[src/rtl/main_control_fsm_pkg.sv]
// Shared types for the multicycle main controller:
// state encoding, opcodes, datapath select encodings.
package main_control_fsm_pkg;

    typedef enum logic [3:0] {
        FETCH,
        DECODE,
        MEMADR,
        MEMREAD,
        MEMWB,
        MEMWRITE,
        EXECR,
        ALUWB,
        BEQ,
        ILLEGAL,
        TIMEOUT
    } ctrl_state_e;

    localparam logic [6:0] OP_LOAD   = 7'b0000011;
    localparam logic [6:0] OP_STORE  = 7'b0100011;
    localparam logic [6:0] OP_RTYPE  = 7'b0110011;
    localparam logic [6:0] OP_BRANCH = 7'b1100011;

    typedef enum logic [1:0] {
        ALU_ADD   = 2'b00,
        ALU_SUB   = 2'b01,
        ALU_FUNCT = 2'b10
    } alu_op_e;

    typedef enum logic [1:0] {
        SRCA_PC     = 2'b00,
        SRCA_OLD_PC = 2'b01,
        SRCA_RS1    = 2'b10
    } alu_src_a_e;

    typedef enum logic [1:0] {
        SRCB_RS2  = 2'b00,
        SRCB_IMM  = 2'b01,
        SRCB_FOUR = 2'b10
    } alu_src_b_e;

    typedef enum logic [1:0] {
        RES_ALU_OUT  = 2'b00,
        RES_MEM_DATA = 2'b01,
        RES_ALU      = 2'b10
    } result_src_e;

    typedef struct packed {
        logic        mem_req;
        logic        mem_write;
        logic        adr_src;
        logic        ir_write;
        logic        pc_write;
        logic        reg_write;
        alu_src_a_e  alu_src_a;
        alu_src_b_e  alu_src_b;
        result_src_e result_src;
        alu_op_e     alu_op;
        logic        instr_retired;
        logic        illegal_instr;
        logic        mem_timeout;
    } ctrl_out_t;

    function automatic logic is_mem_state(ctrl_state_e s);
        return (s == FETCH) || (s == MEMREAD) || (s == MEMWRITE);
    endfunction

endpackage

[src/rtl/main_control_fsm_if.sv]
// Shared memory port handshake between the
// main controller (master) and memory (slave).
interface main_control_fsm_if;
    logic mem_req;
    logic mem_write;
    logic mem_ready;

    modport master (
        output mem_req,
        output mem_write,
        input  mem_ready
    );

    modport slave (
        input  mem_req,
        input  mem_write,
        output mem_ready
    );
endinterface

[src/rtl/main_control_fsm_mem_wait_timer.sv]
// Saturating wait counter for memory accesses;
// expired flags that LIMIT waiting cycles have elapsed.
module mem_wait_timer #(
    parameter int unsigned LIMIT = 255
) (
    input  logic clk,
    input  logic rst_n,
    input  logic clr,
    input  logic cnt_en,
    output logic expired
);
    localparam int unsigned W = (LIMIT > 0) ? $clog2(LIMIT + 1) : 1;
    localparam logic [W-1:0] LIM = W'(LIMIT);

    logic [W-1:0] cnt_q;
    logic [W-1:0] cnt_d;

    always_comb begin
        cnt_d = cnt_q;
        if (clr) begin
            cnt_d = '0;
        end else if (cnt_en && (cnt_q != LIM)) begin
            cnt_d = cnt_q + 1'b1;
        end
    end

    always_ff @(posedge clk) begin
        if (!rst_n) begin
            cnt_q <= '0;
        end else begin
            cnt_q <= cnt_d;
        end
    end

    // LIMIT of 0 disables the timeout entirely
    assign expired = (LIMIT != 0) && (cnt_q == LIM);
endmodule

[src/rtl/main_control_fsm.sv]
// Multicycle main controller: sequences fetch/decode/execute
// and handshakes with the shared memory port.
module main_control_fsm
    import main_control_fsm_pkg::*;
#(
    parameter int unsigned MEM_TIMEOUT = 255
) (
    input  logic               clk,
    input  logic               rst_n,
    input  logic [6:0]         op,
    input  logic               zero,
    main_control_fsm_if.master mem,
    output logic               adr_src,
    output logic               ir_write,
    output logic               pc_write,
    output logic               reg_write,
    output logic [1:0]         alu_src_a,
    output logic [1:0]         alu_src_b,
    output logic [1:0]         result_src,
    output logic [1:0]         alu_op,
    output logic               instr_retired,
    output logic               illegal_instr,
    output logic               mem_timeout
);
    ctrl_state_e state_q;
    ctrl_state_e state_d;
    ctrl_out_t   ctrl;
    logic        in_mem;
    logic        expired;

    assign in_mem = is_mem_state(state_q);

    mem_wait_timer #(
        .LIMIT(MEM_TIMEOUT)
    ) u_timer (
        .clk    (clk),
        .rst_n  (rst_n),
        .clr    (!in_mem || mem.mem_ready),
        .cnt_en (in_mem && !mem.mem_ready),
        .expired(expired)
    );

    // mem_ready wins over an expiring timer in the same cycle
    always_comb begin
        state_d = state_q;
        unique case (state_q)
            FETCH: begin
                if (mem.mem_ready) state_d = DECODE;
                else if (expired)  state_d = TIMEOUT;
            end
            DECODE: begin
                unique case (1'b1)
                    (op == OP_LOAD),
                    (op == OP_STORE):  state_d = MEMADR;
                    (op == OP_RTYPE):  state_d = EXECR;
                    (op == OP_BRANCH): state_d = BEQ;
                    default:           state_d = ILLEGAL;
                endcase
            end
            MEMADR: begin
                state_d = (op == OP_LOAD) ? MEMREAD : MEMWRITE;
            end
            MEMREAD: begin
                if (mem.mem_ready) state_d = MEMWB;
                else if (expired)  state_d = TIMEOUT;
            end
            MEMWRITE: begin
                if (mem.mem_ready) state_d = FETCH;
                else if (expired)  state_d = TIMEOUT;
            end
            EXECR:   state_d = ALUWB;
            MEMWB,
            ALUWB,
            BEQ:     state_d = FETCH;
            ILLEGAL: state_d = ILLEGAL;
            TIMEOUT: state_d = TIMEOUT;
            default: state_d = FETCH;
        endcase
    end

    always_ff @(posedge clk) begin
        if (!rst_n) begin
            state_q <= FETCH;
        end else begin
            state_q <= state_d;
        end
    end

    always_comb begin
        ctrl = '0;
        if (rst_n) begin
            unique case (state_q)
                FETCH: begin
                    ctrl.mem_req    = 1'b1;
                    ctrl.alu_src_a  = SRCA_PC;
                    ctrl.alu_src_b  = SRCB_FOUR;
                    ctrl.alu_op     = ALU_ADD;
                    ctrl.result_src = RES_ALU;
                    ctrl.ir_write   = mem.mem_ready;
                    ctrl.pc_write   = mem.mem_ready;
                end
                DECODE: begin
                    ctrl.alu_src_a = SRCA_OLD_PC;
                    ctrl.alu_src_b = SRCB_IMM;
                    ctrl.alu_op    = ALU_ADD;
                end
                MEMADR: begin
                    ctrl.alu_src_a = SRCA_RS1;
                    ctrl.alu_src_b = SRCB_IMM;
                    ctrl.alu_op    = ALU_ADD;
                end
                MEMREAD: begin
                    ctrl.mem_req = 1'b1;
                    ctrl.adr_src = 1'b1;
                end
                MEMWB: begin
                    ctrl.result_src    = RES_MEM_DATA;
                    ctrl.reg_write     = 1'b1;
                    ctrl.instr_retired = 1'b1;
                end
                MEMWRITE: begin
                    ctrl.mem_req       = 1'b1;
                    ctrl.mem_write     = 1'b1;
                    ctrl.adr_src       = 1'b1;
                    ctrl.instr_retired = mem.mem_ready;
                end
                EXECR: begin
                    ctrl.alu_src_a = SRCA_RS1;
                    ctrl.alu_src_b = SRCB_RS2;
                    ctrl.alu_op    = ALU_FUNCT;
                end
                ALUWB: begin
                    ctrl.result_src    = RES_ALU_OUT;
                    ctrl.reg_write     = 1'b1;
                    ctrl.instr_retired = 1'b1;
                end
                BEQ: begin
                    ctrl.alu_src_a     = SRCA_RS1;
                    ctrl.alu_src_b     = SRCB_RS2;
                    ctrl.alu_op        = ALU_SUB;
                    ctrl.result_src    = RES_ALU_OUT;
                    ctrl.pc_write      = zero;
                    ctrl.instr_retired = 1'b1;
                end
                ILLEGAL: ctrl.illegal_instr = 1'b1;
                TIMEOUT: ctrl.mem_timeout   = 1'b1;
                default: ctrl = '0;
            endcase
        end
    end

    assign mem.mem_req    = ctrl.mem_req;
    assign mem.mem_write  = ctrl.mem_write;
    assign adr_src        = ctrl.adr_src;
    assign ir_write       = ctrl.ir_write;
    assign pc_write       = ctrl.pc_write;
    assign reg_write      = ctrl.reg_write;
    assign alu_src_a      = ctrl.alu_src_a;
    assign alu_src_b      = ctrl.alu_src_b;
    assign result_src     = ctrl.result_src;
    assign alu_op         = ctrl.alu_op;
    assign instr_retired  = ctrl.instr_retired;
    assign illegal_instr  = ctrl.illegal_instr;
    assign mem_timeout    = ctrl.mem_timeout;
endmodule

[src/flat_wrapper.sv]
// flat-port wrapper written by rule: the top's interface ports become plain ports
module main_control_fsm_flat import main_control_fsm_pkg::*;
#(
    parameter int unsigned MEM_TIMEOUT = 255
)
  (clk, rst_n, op, zero, adr_src, ir_write, pc_write, reg_write, alu_src_a, alu_src_b, result_src, alu_op, instr_retired, illegal_instr, mem_timeout, mem_mem_req, mem_mem_write, mem_mem_ready);
  main_control_fsm_if mem_i ();
  input  logic clk;
  input  logic rst_n;
  input  logic [6:0] op;
  input  logic zero;
  output logic adr_src;
  output logic ir_write;
  output logic pc_write;
  output logic reg_write;
  output logic [1:0] alu_src_a;
  output logic [1:0] alu_src_b;
  output logic [1:0] result_src;
  output logic [1:0] alu_op;
  output logic instr_retired;
  output logic illegal_instr;
  output logic mem_timeout;
  output wire logic [$bits(mem_i.mem_req)-1:0] mem_mem_req;
  output wire logic [$bits(mem_i.mem_write)-1:0] mem_mem_write;
  input wire logic [$bits(mem_i.mem_ready)-1:0] mem_mem_ready;
  assign mem_mem_req = mem_i.mem_req;
  assign mem_mem_write = mem_i.mem_write;
  assign mem_i.mem_ready = mem_mem_ready;
  main_control_fsm #(.MEM_TIMEOUT(MEM_TIMEOUT)) u_core (.clk(clk), .rst_n(rst_n), .op(op), .zero(zero), .mem(mem_i), .adr_src(adr_src), .ir_write(ir_write), .pc_write(pc_write), .reg_write(reg_write), .alu_src_a(alu_src_a), .alu_src_b(alu_src_b), .result_src(result_src), .alu_op(alu_op), .instr_retired(instr_retired), .illegal_instr(illegal_instr), .mem_timeout(mem_timeout));
endmodule
[config.mk]
export PLATFORM = sky130hd
export DESIGN_NAME = main_control_fsm_flat
export DESIGN_NICKNAME = d
export VERILOG_FILES = /design/src/rtl/main_control_fsm_pkg.sv /design/src/rtl/main_control_fsm_if.sv /design/src/rtl/main_control_fsm_mem_wait_timer.sv /design/src/rtl/main_control_fsm.sv /design/src/flat_wrapper.sv
export SDC_FILE = /design/constraint.sdc
export NUM_CORES = 1
export LEC_CHECK = 0
export ABC_AREA = 1
export BUFFER_PORTS_ARGS = -buffer_cell sky130_fd_sc_hd__buf_2
export CAP_MARGIN = 10
export CELL_PAD_IN_SITES_DETAIL_PLACEMENT = 1
export CELL_PAD_IN_SITES_GLOBAL_PLACEMENT = 1
export CORE_MARGIN = 2
export CORE_UTILIZATION = 37
export DETAILED_ROUTE_END_ITERATION = 7
export PLACE_DENSITY = 0.84
export SETUP_SLACK_MARGIN = 0.2
export SKIP_LAST_GASP = 1
export SYNTH_ARGS = -nofsm -noshare
export SYNTH_HDL_FRONTEND = slang
export SYNTH_SLANG_ARGS = --single-unit
[constraint.sdc]
create_clock -name clk -period 2.1 [get_ports clk]
set_input_delay 0.21 -clock clk [delete_from_list [all_inputs] [get_ports clk]]
set_output_delay 0.21 -clock clk [all_outputs]
set_load 0.02 [all_outputs]
==> results of run 1 <==
area by class of cell:
type	count	area [sq um]	share of cell area [%]
clock buffers	4	36.28	2.929
inverters	27	101.3	8.182
multi-input cells	135	683.2	55.15
flip-flops and latches	12	244.0	19.70
well taps	31	38.79	3.131
repair buffers	27	135.1	10.91
logic make-up (layout without fill, tap and decap cells):
| logic type | Yosys count | after routing |
|---|---|---|
| and+or+nand+nor | 111 | 111 |
| buffers and inverters | 28 | 58 |
| AOI/OAI and AO/OA | 20 | 20 |
| DFF | 12 | 12 |
| xor gates and xnor gates | 3 | 3 |
| adders and majority gates | 1 | 1 |
power by group:
group | internal [mW] | switching (mW)
Combinational | 0.115 | 0.252
Clock | 0.106 | 0.0842
Sequential | 0.243 | 0.0242
state kept, by name (all words and copies together) (netlist names):
register	cells
u_core.state_q	4
u_core.u_timer.cnt_q	8
tightest hold or removal path, stage by stage:
cell     delay [ns]
buf_2          0.15
nand2_1        0.08
inv_1          0.03
metrics by stage:
stage               area, sq um  util [%]  power (mW)
floorplan                  1030         -      0.5375
global placement           1196     44.14      0.6283
detailed placement         1196     44.14      0.6388
CTS                        1232     45.48      0.8257
global route               1239     45.71      0.8713
finish                     1239     45.71      0.8232
cells in the final DEF, fill, tap and decap left out, drive strengths merged:
cell type and count:
or2 1, nand2 57, o211ai 1, nand4 3, nand3 16, a211o 1, clkinv 1, nor2 30
a21oi 13, inv 26, buf 27, ha 1, o21ai 3, nor3 4, clkbuf 4, xor2 3
o2111ai 1, dfxtp 12, a31oi 1
how the worst max path moves through the flow:
stage,startpoint,endpoint,slack [ns],cells past startpoint
after detailed placement,u_core.state_q[3],pc_write,0.59,6
after floorplan,u_core.state_q[2],instr_retired,0.56,5
after CTS,u_core.state_q[3],pc_write,0.27,6
final,u_core.state_q[3],pc_write,0.36,6
after global routing,u_core.state_q[3],pc_write,0.22,6
after global placement,u_core.state_q[3],pc_write,0.63,6
metal layers:
metal	share of wire (%)	track usage (%)	vias up
met1	45	24.90	571
met2	52	37.21	15
li1	-	-	614
met4	1.4	4.983	0
met5	0	0	-
met3	2.2	1.382	8
repair_timing:
| action | CTS | global route |
|---|---|---|
| setup endpoints to repair | 0 | 3 |
| hold buffers | 0 | 0 |
| gates resized for setup | 0 | 4 |
==> results.txt, run 1 <==
final worst path period need = 1.745 ns
top-count cell post-synth = nand2_1
WS Path Type = flop to output port
startpoint of the worst hold path = rst_n
Req. time, crit path = 1.89 ns
CTS clk-pin slew, worst paths = 0.08 ns
largest family of logic cells by synthesized area = simple AND/OR/NAND/NOR gates
Die Width = 56.76 microns
placed insts = 232
worst vdd ir = 0.4319 mV
First-pass DRT Iterations = 4
Hold Slack = 0.2254 ns
Final period util = 83.08%
diode count = 0
root buffer cell = clkbuf_4
Mapped Nets = 187
initial antenna violation count = 0
# fillers = 397
worst path cell trace = nor2_4 > nand2_2 > nor2_1 > inv_1 > a21oi_1 > buf_2
RSZ-0062 raised after global routing = no
worst skew pair latency = 0.28 ns
die area = 0.003221 sq mm
Hold WC Path Type = input pin to flop
PD cells = 664.6 mW/mm^2
Post-Synth XOR/XNOR Area = 2.552%
endpoint class of the critical path = output port
cell family with most CP delay = simple AND/OR/NAND/NOR gates
Synth Area in Adders = 1.215%
synth unique cells = 26
post-route setup slack = 0.3552 ns
Ys Warns = 0
I/O Buffers = 27
vias in the first global route = 1273
max cap viols = 0
Post-synth EDFFs = 0
Worst Setup Start Kind = flop
top post-synthesis cells by area = dfxtp_1 23%, nand2_1 19%, nor2_1 9.5%
top_reg_cell synth = dfxtp_1
Core Rows = 19
reg2reg end = u_core.state_q[3]
mux share of post-synthesis cell area = 0%
Hold Path Cell Cnt = 3
pre-CTS worst setup slack = 0.5872 ns
leakage power = 0.6783 nW
dpl hpwl = 2548 microns
I/O pins = 28
Final #Nets = 218
f_max = 0.5731 GHz
clock sink count = 12
Worst slew margin = 77.41%
Worst Path Max Fanout = 7
Synth Area in Compound Gates = 12.27%
largest stage delay on the critical path = 0.38 ns
async set-reset flop share out of synthesis = 0%
initial drt markers = 42
Synth Area per Inst = 5.884 sq um
critical path data arrival time = 1.53 ns
TNS Setup = 0 ns
vias per std cell = 5.119
most frequent cells after synthesis = 52 x nand2_1, 26 x nor2_1, 25 x inv_1, 14 x nand3_1, 13 x a21oi_1
worst slew pin tran = 0.3385 ns
maximum root-to-sink buffer count = 2
Bufs and invs on worst path = 2
FF-to-FF Start = u_core.u_timer.cnt_q[0]
final hold viol count = 0
fraction of layout instances using a drive strength above 1 = 23.90%
Non-Filler Instances = 236
Mapped Area = 0.001030 sq mm
drt total wl = 3054 microns
Synth Area in Simple Gates = 50.06%
GPL Wtd Cong = 0.8006
Reg2Reg Depth = 9
endpoints failing setup = 0
post-CTS repair timing setup buffer count = 0
Core ar. = 0.002710 sq mm
fin. max-slew vios = 0
grt ovf = 0
htree depth = 1
largest net degree at the start of global routing = 10
synthesized instance count = 175
CTS buffer count = 3
sequential fraction of the synthesis area = 23.33%
Hold Path End = u_core.state_q[1]
die span in y = 56.76 microns
area leader, netlist = dfxtp_1
DRC = 0
ANT nets after route = 0
Vias = 1208
routed len/inst = 12.94 microns
clk_skew = 0.008033 ns
Synth Register Bits = 12
GR Util All Layers = 20.07%
Starting Density = 38.00%
CTS tree = built
outcome = finished, final reports clean
register-to-register setup slack = 0.57 ns
top-area cell type share of the netlist area = 23.33%
P&R area growth vs syn = 20.29%
first-pass GRT wire length = 5313 microns
slowest cell on the critical path = dfxtp_2
No activity file was read; power rests on OpenSTA's default activity.
==> inputs of run 2 (changes only) <==
CORE_UTILIZATION = 34   (was 37)
PLACE_DENSITY = 0.79   (was 0.84)
clock period = 1.82 ns   (was 2.1 ns; I/O delays follow)
==> run 2 against run 1 <==
Count of clock-buffer cells in the layout is 1 lower; clock power is 13% lower; critical path depth is 1 higher; final cell count is 4.2% higher; worst hold slack worse by 0.0078 ns; wire length is 18% higher; die area is 8.2% higher.
==> results.txt, run 2 (synthesis gave the netlist of run 1 again) <==
First-pass DRT Iterations = 4 (unchanged)
f_max = 0.6152 GHz
final hold viol count = 0 (unchanged)
placed insts = 232 (unchanged)
most common cell after layout, fill and taps aside = nand2_1
RSZ-0062 raised after global routing = yes
grt ovf = 0 (unchanged)
critical path data arrival time = 1.44 ns (-0.09 ns)
PD cells = 750.4 mW/mm^2 (+13%)
Worst Setup Start Kind = flop
maximum root-to-sink buffer count = 2 (unchanged)
final worst path period need = 1.625 ns
endpoint class of the critical path = output port
max cap viols = 0 (unchanged)
ANT nets after route = 0 (unchanged)
vias in the first global route = 1259 (-1.1%)
largest registers = u_core.u_timer.cnt_q: 8 flops, u_core.state_q: 4 flops
drt total wl = 3602 microns (+18%)
Vias = 1286 (+6.5%)
Largest Register = u_core.u_timer.cnt_q
worst vdd ir = 0.3738 mV (-13%)
WS Path Type = flop to output port
worst slew pin tran = 0.3902 ns (+0.05173 ns)
max FFs per register = 8 (unchanged)
I/O Buffers = 27 (unchanged)
endpoints failing setup = 0 (unchanged)
P&R area growth vs syn = 37.67%
Final #Nets = 229 (+5.0%)
outcome = finished, final reports clean
fraction of layout instances using a drive strength above 1 = 34.42% (+11 points)
Final period util = 89.31%
diode count = 0 (unchanged)
I/O pins = 28 (unchanged)
routed len/inst = 14.64 microns (+13%)
TNS Setup = 0 ns (unchanged)
Reg2Reg Depth = 7 (-2)
Core ar. = 0.002805 sq mm (+3.5%)
vias per std cell = 5.228 (+2.1%)
die span in y = 59.04 microns (+4.0%)
leakage power = 0.7458 nW (+9.9%)
worst skew pair latency = 0.28 ns (about the same)
Hold Path Cell Cnt = 3 (unchanged)
CTS tree = built
die area = 0.003485 sq mm (+8.2%)
Hold WC Path Type = input pin to flop
initial drt markers = 29 (-31%)
largest net degree at the start of global routing = 10 (unchanged)
Worst Path Max Fanout = 6 (-1)
fin. max-slew vios = 0 (unchanged)
Core Rows = 19 (unchanged)
root buffer cell = clkbuf_4
clk_skew = 0.0005638 ns (-0.007469 ns)
htree depth = 1 (unchanged)
Die Width = 59.04 microns (+4.0%)
DRC = 0 (unchanged)
highest-count cells in the layout ignoring fill and taps = 49 x nand2_1, 21 x inv_1, 20 x nor2_1, 20 x buf_2
Req. time, crit path = 1.64 ns (-0.25 ns)
Starting Density = 36.71% (-1.3 points)
clock sink count = 12 (unchanged)
Worst slew margin = 73.96% (-3.5 points)
Non-Filler Instances = 246 (+4.2%)
first-pass GRT wire length = 5671 microns (+6.7%)
GR Util All Layers = 21.26% (+1.2 points)
GPL Wtd Cong = 0.7722 (-3.5%)
CTS clk-pin slew, worst paths = 0.07 ns (about the same)
initial antenna violation count = 0 (unchanged)
CTS buffer count = 3 (unchanged)
# hold bufs at CTS = 0 (unchanged)
dpl hpwl = 2645 microns (+3.8%)
run 2: cell count changes in the layout (fill, tap and decap cells not counted), sizes merged:
cell / change
clkbuf: -1
buf: +11
run 2: worst paths after layout:
| path | startpoint | to | slack, ns |
|---|---|---|---|
| worst max register to register | u_core.state_q[3] | u_core.u_timer.cnt_q[0] | 0.34 |
| worst min-delay path | rst_n | u_core.state_q[0] | 0.22 |
| worst max-delay path | u_core.state_q[1] | instr_retired | 0.19 |
| worst min register to register | u_core.u_timer.cnt_q[1] | u_core.u_timer.cnt_q[1] | 0.50 |
run 2: per-layer routing:
metal  part of all wire, %  vias up  global-route usage (%)
li1                      -      633                       -
met1                    40      603                   22.64
met2                    55       41                   42.22
met3                   2.7        9                   1.310
met4                   3.0        0                   9.091
met5                     0        -                       0
run 2: stage by stage:
step	total power [mW]	util (%)	cell area [sq um]	worst slack (ns)	hold slack, ns
after detailed placement	0.7357	42.64	1196	0.3045	0.4881
after global routing	1.132	50.54	1418	0.1219	0.2205
final	1.064	50.54	1418	0.1945	0.2176
after floorplan	0.6202	-	1030	0.3045	0.2796
after CTS	0.9548	46.03	1291	0.2039	0.1954
after global placement	0.7260	42.64	1196	0.3132	0.4788
run 2: final cells by class:
cell class	instances	area (sq um)
fill	388	1388
multi-input combinational	135	744.5
sequential	12	255.2
tap	31	38.79
clock buffer	3	22.52
inverter	27	106.4
timing repair buffer	38	250.2
run 2: repair_timing:
item                       4_1_cts  5_1_grt
setup buffers                    4        7
pin swaps                        3        7
setup endpoints to repair        8        8
resized for setup               19       24
run 2: critical path: stages, from the launching register on:
cell	delay (ns)
dfxtp_4	0.40
nor2_4	0.05
inv_2	0.09
nand2_1	0.10
inv_2	0.09
nor2_2	0.05
a211o_1	0.22
buf_4	0.16
run 2: power breakdown:
part           total [mW]  internal, mW  switching [mW]  leakage, nW
logic               0.579         0.230           0.349        0.632
clock network       0.165        0.0768          0.0886       0.0138
registers           0.319         0.282          0.0371        0.100
==> inputs of run 3 (changes only) <==
==> constraint.sdc (replaced) <==
create_clock -name clk -period 1.82 [get_ports clk]
set_input_delay 0.364 -clock clk [delete_from_list [all_inputs] [get_ports clk]]
set_output_delay 0.364 -clock clk [all_outputs]
set_load 0.02 [all_outputs]
==> run 3 against run 2 <==
Sequential share of layout area decreased by 3.5 points; power increased by 38%; utilization increased by 12 points; fmax decreased by 10%; global-route usage increased by 3.9 points; highest routed layer unchanged.
==> results.txt, run 3 (synthesis gave the netlist of run 1 again) <==
outcome = finished, final reports clean
Core ar. = 0.002805 sq mm (unchanged)
Worst slew margin = 78.49% (+4.5 points)
critical path data arrival time = 1.44 ns (about the same)
clock network fraction of total power = 15.2% (-0.4 points)
P_int = 0.8129 mW (+38%)
placed insts = 233 (+0.43%)
first-pass GRT wire length = 6444 microns (+14%)
sw frac = 44.69% (+0.091 points)
vias in the first global route = 1385 (+10%)
DRC = 0 (unchanged)
Hold WC Path Type = input pin to flop
WS Path Type = flop to output port
leakage power = 0.8513 nW (+14%)
drt total wl = 5577 microns (+55%)
initial antenna violation count = 0 (unchanged)
ANT nets after route = 0 (unchanged)
worst vdd ir = 0.5769 mV (+54%)
TNS Setup = 0 ns (unchanged)
I/O Buffers = 27 (unchanged)
CTS tree = built
clock sink count = 12 (unchanged)
RSZ-0062 raised after global routing = yes
register area = 255.2 sq um (unchanged)
initial drt markers = 90 (+210%)
Seq pwr share = 21.9% (-8.1 points)
grt ovf = 0 (unchanged)
die span in y = 59.04 microns (unchanged)
dpl hpwl = 2593 microns (-2.0%)
Worst Path Max Fanout = 4 (-2)
CTS clk-pin slew, worst paths = 0.08 ns (about the same)
endpoints failing setup = 0 (unchanged)
worst skew pair latency = 0.29 ns (about the same)
First-pass DRT Iterations = 4 (unchanged)
die area = 0.003485 sq mm (unchanged)
GRT met3 Usage = 1.528% (+0.22 points)
htree depth = 1 (unchanged)
GR Layer Usage met2 = 48.25% (+6.0 points)
grt met1 use = 26.61% (+4.0 points)
routed len/inst = 21.21 microns (+45%)
final worst path period need = 1.808 ns (+0.1824 ns)
highest-count cells in the layout ignoring fill and taps = 43 x nand2_1, 29 x buf_4, 17 x inv_1
Final period util = 99.34% (+10 points)
combinational power share = 62.9% (+8.5 points)
fin. max-slew vios = 0 (unchanged)
PD cells = 833.6 mW/mm^2 (+11%)
Die Width = 59.04 microns (unchanged)
f_max = 0.5531 GHz (-10%)
Starting Density = 36.71% (unchanged)
Largest Register = u_core.u_timer.cnt_q
Worst Setup Start Kind = flop
diode count = 0 (unchanged)
max cap viols = 0 (unchanged)
Non-Filler Instances = 263 (+6.9%)
worst slew pin tran = 0.3215 ns (-0.06876 ns)
vias per std cell = 5.745 (+9.9%)
Final #Nets = 245 (+7.0%)
maximum root-to-sink buffer count = 2 (unchanged)
fraction of layout instances using a drive strength above 1 = 48.71% (+14 points)
Net Sw Power = 0.6567 mW (+38%)
Core Rows = 19 (unchanged)
GR Util All Layers = 25.15% (+3.9 points)
largest registers = u_core.u_timer.cnt_q: 8 flops, u_core.state_q: 4 flops
root buffer cell = clkbuf_4
Total Power = 1.470 mW (+38%)
final hold viol count = 0 (unchanged)
clk_skew = 0.002801 ns (+0.002237 ns)
max FFs per register = 8 (unchanged)
Req. time, crit path = 1.46 ns (-0.18 ns)
busiest grt layer = met2
P&R area growth vs syn = 71.20%
most common cell after layout, fill and taps aside = nand2_1
Vias = 1511 (+17%)
CTS buffer count = 3 (unchanged)
Multi-input gate area = 868.3 sq um (+17%)
# fillers = 359 (-7.5%)
endpoint class of the critical path = output port
GPL Wtd Cong = 0.8118 (+5.1%)
largest net degree at the start of global routing = 10 (unchanged)
I/O pins = 28 (unchanged)
run 3: per-stage QoR:
step	utilization, %	area, sq um	hold WS, ns	setup slack (ns)
after floorplan	-	1035	0.4616	0.2394
after global placement	43.09	1209	0.4736	0.1636
after detailed placement	43.09	1209	0.4868	0.1498
after CTS	53.75	1508	0.3715	0.08137
after global routing	62.85	1763	0.4955	-0.03759
final	62.85	1763	0.4837	0.01207
run 3: power groups by stage:
stage	clock (mW)	combinational [mW]	sequential, mW
floorplan	0	0.317	0.304
global placement	0	0.421	0.308
detailed placement	0	0.433	0.311
CTS	0.229	0.631	0.314
global route	0.240	0.974	0.323
finish	0.223	0.924	0.322
run 3: worst max-delay path, cell delays in order, from the launching register on:
cell and delay, ns:
dfxtp_4 0.39, nor2_4 0.20, buf_6 0.15, nand2_8 0.06, a31oi_4 0.21, buf_6 0.14
run 3: final timing paths:
| kind | from | to | slack, ns | depth (start not counted) |
|---|---|---|---|---|
| worst max-delay path | u_core.state_q[3] | mem_mem_req | 0.01 | 5 |
| worst min-delay path | rst_n | u_core.state_q[1] | 0.48 | 3 |
| worst max register to register | u_core.u_timer.cnt_q[0] | u_core.u_timer.cnt_q[0] | 0.12 | 8 |
| worst min register to register | u_core.u_timer.cnt_q[1] | u_core.u_timer.cnt_q[1] | 0.50 | 2 |
run 3: cell type report:
type                            count  share of cell area (%)
Clock buffer                        4                   2.058
Inverter                           27                   6.600
Timing Repair Buffer               54                   25.41
Sequential cell                    12                   14.48
Multi-Input combinational cell    135                   49.25
Tap cell                           31                   2.200
run 3: layer usage:
metal / routed length [microns] / vias to the layer above
met5: 0 / -
met4: 350 / 0
met3: 229 / 34
met2: 2930 / 67
met1: 2066 / 738
li1: - / 672
run 3: what timing repair did:
item / in CTS / in global routing
endpoints found under the setup margin: 17 / 21
hold buffers: 0 / 0
pin swaps: 9 / 12
buffers inserted: 16 / 10
endpoints found under the hold margin: 0 / 0
resized for setup: 52 / 45
